<file path="config.mk">
export PLATFORM = sky130hd
export DESIGN_NAME = boot_loader
export DESIGN_NICKNAME = d
export VERILOG_FILES = /design/src/rtl/boot_loader.sv
export SDC_FILE = /design/constraint.sdc
export NUM_CORES = 1
export LEC_CHECK = 0
export CAP_MARGIN = 25
export CORE_UTILIZATION = 30
export DETAILED_ROUTE_END_ITERATION = 12
export HOLD_SLACK_MARGIN = 0.05
export PLACE_DENSITY = 0.53
export SLEW_MARGIN = 20
export SYNTH_ARGS = -nofsm -noshare
export SYNTH_HDL_FRONTEND = slang
export SYNTH_SLANG_ARGS = --single-unit
</file>
<file path="constraint.sdc">
create_clock -name clk -period 5.8 [get_ports clk]
set_input_delay 1.45 -clock clk [delete_from_list [all_inputs] [get_ports clk]]
set_output_delay 1.45 -clock clk [all_outputs]
set_load 0.01 [all_outputs]
</file>
<file path="src/rtl/boot_loader.sv">
// Byte-stream bootloader: parses a LEN_LO/LEN_HI/payload/CHK frame, writes little-endian
// words into instruction memory and holds the core in reset until the checksum verifies.
module boot_loader #(
    parameter int ADDR_BITS = 10
) (
    input  logic        clk,
    input  logic        rst,
    input  logic        i_start,
    input  logic [7:0]  i_rx_data,
    input  logic        i_rx_valid,
    output logic        o_rx_ready,
    output logic        o_mem_w_enb,
    output logic [31:0] o_mem_addr,
    output logic [31:0] o_mem_w_data,
    output logic        o_core_rst,
    output logic        o_busy,
    output logic        o_done,
    output logic        o_error
);

    localparam logic [2:0] S_IDLE   = 3'd0;
    localparam logic [2:0] S_LEN_LO = 3'd1;
    localparam logic [2:0] S_LEN_HI = 3'd2;
    localparam logic [2:0] S_DATA   = 3'd3;
    localparam logic [2:0] S_CHK    = 3'd4;
    localparam logic [2:0] S_DONE   = 3'd5;
    localparam logic [2:0] S_ERR    = 3'd6;

    localparam logic [16:0] MAX_WORDS = 17'd1 << ADDR_BITS;

    logic [2:0]  r_state;
    logic [2:0]  w_next;
    logic [7:0]  r_len_lo;
    logic [15:0] r_len;
    logic [15:0] r_word_idx;
    logic [1:0]  r_byte_cnt;
    logic [23:0] r_word;
    logic [7:0]  r_sum;
    logic        r_rx_ready;
    logic        r_mem_w_enb;
    logic [31:0] r_mem_addr;
    logic [31:0] r_mem_w_data;
    logic        r_core_rst;
    logic        r_busy;
    logic        r_done;
    logic        r_error;

    logic        w_acc;
    logic [15:0] w_len;
    logic        w_last_word;
    logic [31:0] w_word_addr;

    assign w_acc       = i_rx_valid & r_rx_ready;
    assign w_len       = {i_rx_data, r_len_lo};
    assign w_last_word = ((r_word_idx + 16'd1) == r_len);
    // Only the in-range index bits form the address, so the top word lands at (2^ADDR_BITS-1)*4.
    assign w_word_addr = {{(30 - ADDR_BITS){1'b0}}, r_word_idx[ADDR_BITS-1:0], 2'b00};

    // Next-state decode of the frame parser.
    always_comb begin
        w_next = r_state;
        case (r_state)
            S_IDLE, S_DONE, S_ERR: begin
                if (i_start) w_next = S_LEN_LO;
                else         w_next = r_state;
            end
            S_LEN_LO: begin
                if (w_acc) w_next = S_LEN_HI;
                else       w_next = r_state;
            end
            S_LEN_HI: begin
                if (!w_acc)                          w_next = r_state;
                else if ({1'b0, w_len} > MAX_WORDS)  w_next = S_ERR;
                else if (w_len == 16'd0)             w_next = S_CHK;
                else                                 w_next = S_DATA;
            end
            S_DATA: begin
                if (w_acc && (r_byte_cnt == 2'd3) && w_last_word) w_next = S_CHK;
                else                                              w_next = r_state;
            end
            S_CHK: begin
                if (!w_acc)                 w_next = r_state;
                else if (i_rx_data == r_sum) w_next = S_DONE;
                else                        w_next = S_ERR;
            end
            default: w_next = S_IDLE;
        endcase
    end

    // State, datapath and registered status outputs; status is decoded from the next state.
    always_ff @(posedge clk) begin
        if (rst) begin
            r_state      <= S_IDLE;
            r_len_lo     <= 8'd0;
            r_len        <= 16'd0;
            r_word_idx   <= 16'd0;
            r_byte_cnt   <= 2'd0;
            r_word       <= 24'd0;
            r_sum        <= 8'd0;
            r_rx_ready   <= 1'b0;
            r_mem_w_enb  <= 1'b0;
            r_mem_addr   <= 32'd0;
            r_mem_w_data <= 32'd0;
            r_core_rst   <= 1'b1;
            r_busy       <= 1'b0;
            r_done       <= 1'b0;
            r_error      <= 1'b0;
        end else begin
            r_state     <= w_next;
            r_rx_ready  <= (w_next == S_LEN_LO) || (w_next == S_LEN_HI) ||
                           (w_next == S_DATA)   || (w_next == S_CHK);
            r_busy      <= (w_next == S_LEN_LO) || (w_next == S_LEN_HI) ||
                           (w_next == S_DATA)   || (w_next == S_CHK);
            r_core_rst  <= (w_next != S_DONE);
            r_done      <= (w_next == S_DONE);
            r_error     <= (w_next == S_ERR);
            r_mem_w_enb <= 1'b0;

            case (r_state)
                S_IDLE, S_DONE, S_ERR: begin
                    if (i_start) r_sum <= 8'd0;
                end
                S_LEN_LO: begin
                    if (w_acc) r_len_lo <= i_rx_data;
                end
                S_LEN_HI: begin
                    if (w_acc) begin
                        r_len      <= w_len;
                        r_word_idx <= 16'd0;
                        r_byte_cnt <= 2'd0;
                        r_sum      <= 8'd0;
                    end
                end
                S_DATA: begin
                    if (w_acc) begin
                        r_sum      <= r_sum + i_rx_data;
                        r_byte_cnt <= r_byte_cnt + 2'd1;
                        case (r_byte_cnt)
                            2'd0: r_word[7:0]   <= i_rx_data;
                            2'd1: r_word[15:8]  <= i_rx_data;
                            2'd2: r_word[23:16] <= i_rx_data;
                            default: begin
                                r_mem_w_enb  <= 1'b1;
                                r_mem_w_data <= {i_rx_data, r_word};
                                r_mem_addr   <= w_word_addr;
                                r_word_idx   <= r_word_idx + 16'd1;
                            end
                        endcase
                    end
                end
                default: begin
                    r_sum <= r_sum;
                end
            endcase
        end
    end

    assign o_rx_ready   = r_rx_ready;
    assign o_mem_w_enb  = r_mem_w_enb;
    assign o_mem_addr   = r_mem_addr;
    assign o_mem_w_data = r_mem_w_data;
    assign o_core_rst   = r_core_rst;
    assign o_busy       = r_busy;
    assign o_done       = r_done;
    assign o_error      = r_error;

endmodule

</file>
==> flow_summary.yaml <==
outcome:
  status: "completed"
final_layout:
  fill_cells: 2008
  layout_common_cells: "nand2_1 (160), dfxtp_1 (124), a21oi_1 (110), clkdlybuf4s50_1 (58), nor2_1 (42)"
  instances_no_fill: 1032
  nets: 785
  final_common_cell: "nand2_1"
  syn2layout_area_growth_pct: 21.1
  antenna_cells: 0
  final_layout_size_suffix_gt1_frac: 0.0635
power_and_ir_drop:
  intPower_w: 0.00148
  ir_drop_mv: 0.203
  p_leak_nw: 2.35
  switching_share: 0.245
  combPwrFrac: 0.041
  clkPwrFrac: 0.518
  powerDensity_nw_per_um2: 278
  seq_power_share: 0.440
  power.switching_w: 0.000479
clocking:
  clk_path_buf_depth: 2
  clock_latency_ns: 0.42
  cts-resized-gates: 0
  htreeDepth: 4
  cts_hold_buf: 0
  clk_pin_slew_worst_paths_ns: 0.06
  cts_root_buf: "clkbuf_16"
  cts_buffers: 17
  tritoncts: "built"
  post_cts.repair.setup_buffers: 0
  cts.sinks: 124
sta:
  whs_ns: 0.452
  fmax_ghz: 0.266
  post-route-min-period_ns: 3.76
  relSlewSlack: 0.438
  rsz0062_at_grt: "no"
  setup_viol: 0
  tns_ns: 0
  report.final.slew_viol_count: 0
  fin_skew_ns: 0.0100
  tightest_slew_ns: 0.844
  hold_viol: 0
  finalCritPeriodShare: 0.649
setup_path:
  setup.worst_path.end_class: "flip-flop"
  critical_path_class: "in -> reg"
  path_cells: "clkdlybuf4s50_1 -> nor4_1 -> a31oi_1 -> nand3b_1 -> a22oi_1 -> and3_1 -> a211oi_1"
  path_delay_family: "simple AND/OR/NAND/NOR gates"
  cpMaxStageDelayCell: "clkdlybuf4s50_1"
  crit_fanout: 9
  cp-start-kind: "primary input"
  worstPathRequired_ns: 6.06
  cp_num_buf_inv: 1
  worst_path_largest_cell_delay_ns: 0.73
  cp.arrival_ns: 4.03
drt:
  postRouteAntennaNets: 0
  wire_per_inst_um: 14.4
  drt_iter0_markers: 298
  drtPass1Iterations: 4
  drc: 0
  avgViaCountPerCell: 4.79
  routed-via-count: 4940
  detail_route.wirelength_um: 14800
placed_design:
  dpl.hpwl_um: 9670
  dp_cells: 1000
  io_buffers: 59
  gp_congestion: 0.784
synth:
  synth_warnings: 0
  async_flop_share: 0
  syn-cell-area_um2: 5800
  seq_area_frac_synth: 0.428
  synth-seq-cells: 124
  synth_enable_flop_cells: 0
  ys_types: 54
  synth_area_per_cell_um2: 7.96
  synth-main-ff-cell: "dfxtp_1"
  syn_inst: 729
die:
  ios: 82
  die_y_um: 141
  die-area_um2: 19900
  start_util: 0.308
  row_count: 50
  core_um2: 18800
  die_w_um: 141
global_routing:
  grt_pass1_vias: 4580
  antenna_found_initial: 0
  grt_usage: 0.156
  grt_max_degree: 81
  grt_pass1_wl_um: 24200
  grt_overflow_total: 0
run:
  maxCapViolCount: 0
hold_path:
  holdCritPathClass: "reg -> reg"
-- worst paths after layout --
| path | startpoint | endpoint | slack [ns] | cells after the start |
|---|---|---|---|---|
| hold / removal | o_mem_addr[5] | o_mem_addr[5] | 0.45 | 2 |
| setup reg to reg | r_word_idx[0] | o_error | 2.32 | 7 |
| hold reg to reg | o_mem_addr[5] | o_mem_addr[5] | 0.45 | 2 |
| setup / recovery | i_rx_data[1] | o_busy | 2.04 | 7 |
-- worst min-delay path, stage by stage (launching register included) --
cell and delay, ns:
dfxtp_1 0.30, nand2_1 0.05, a21oi_1 0.05
-- synth_stat cells, drive strengths merged (2+ instances only) --
master,instances,area share
a21oi,111,0.096
inv,7,0.0045
nor4b,3,0.0045
nor4bb,2,0.0035
nor2b,6,0.0065
and3,6,0.0067
nor3,7,0.0060
nor2,42,0.027
dfxtp,124,0.43
or4,4,0.0058
a21o,3,0.0039
clkbuf,41,0.027
nor4,7,0.0075
o31ai,3,0.0039
nand2,161,0.10
ha,13,0.028
o21ai,15,0.013
nand3,37,0.036
mux2i,9,0.016
xor2,9,0.014
buf,35,0.040
o211ai,4,0.0052
a22oi,8,0.010
nand4,10,0.011
xnor2,20,0.030
or3,5,0.0054
nand3b,8,0.010
and4,4,0.0060
a211oi,5,0.0065
a31oi,4,0.0043
-- layer usage --
layer,global-route usage,vias to the layer above,wire length (um)
li1,-,2527,-
met1,0.204,2280,6970
met2,0.248,121,6900
met3,0.0336,12,836
met4,0.0629,0,143
met5,0,-,0
-- metrics by stage --
step	setup WS, ns	cell area [um2]	total power (W)	utilization
final	2.04	7030	0.00196	0.373
after floorplan	2.43	5880	0.000941	-
after global placement	1.63	6460	0.000962	0.343
after CTS	2.05	7030	0.00198	0.373
after detailed placement	1.63	6460	0.000962	0.343
after global routing	1.84	7030	0.00203	0.373
-- cell type report --
class                      instances  area [um2]  area share
clock inverter                    14         135      0.0192
tap                              260         325      0.0463
multi-input combinational        543        2990       0.425
sequential                       124        2480       0.353
timing repair buffer              66         641      0.0912
inverter                           7        26.3     0.00374
clock buffer                      18         429      0.0611
-- cell families after synthesis --
kind of cell,Yosys count,share of synthesized area
simple gates,307,0.248
fa+ha+maj,14,0.0315
mux,9,0.0155
other cells,1,0.000646
xor+xnor,29,0.0438
compound gates,162,0.161
buf+inv,83,0.0716
flops,124,0.428
-- power groups by stage --
stage                     Combinational [W]  Sequential, W  Clock [W]
final                             0.0000810       0.000862    0.00101
after global routing              0.0000884       0.000862    0.00108
after floorplan                   0.0000640       0.000877          0
after CTS                         0.0000813       0.000862    0.00104
after detailed placement          0.0000812       0.000881          0
after global placement            0.0000814       0.000880          0
-- sequential cells by signal (all words and copies together) (netlist names) --
name          cells
o_busy            1
o_core_rst        1
o_done            1
o_error           1
o_mem_addr       10
o_mem_w_data     32
o_mem_w_enb       1
r_byte_cnt        2
r_len            16
r_len_lo          8
r_state           3
r_sum             8
r_word           24
r_word_idx       16
No activity file was read; power rests on OpenSTA's default activity.
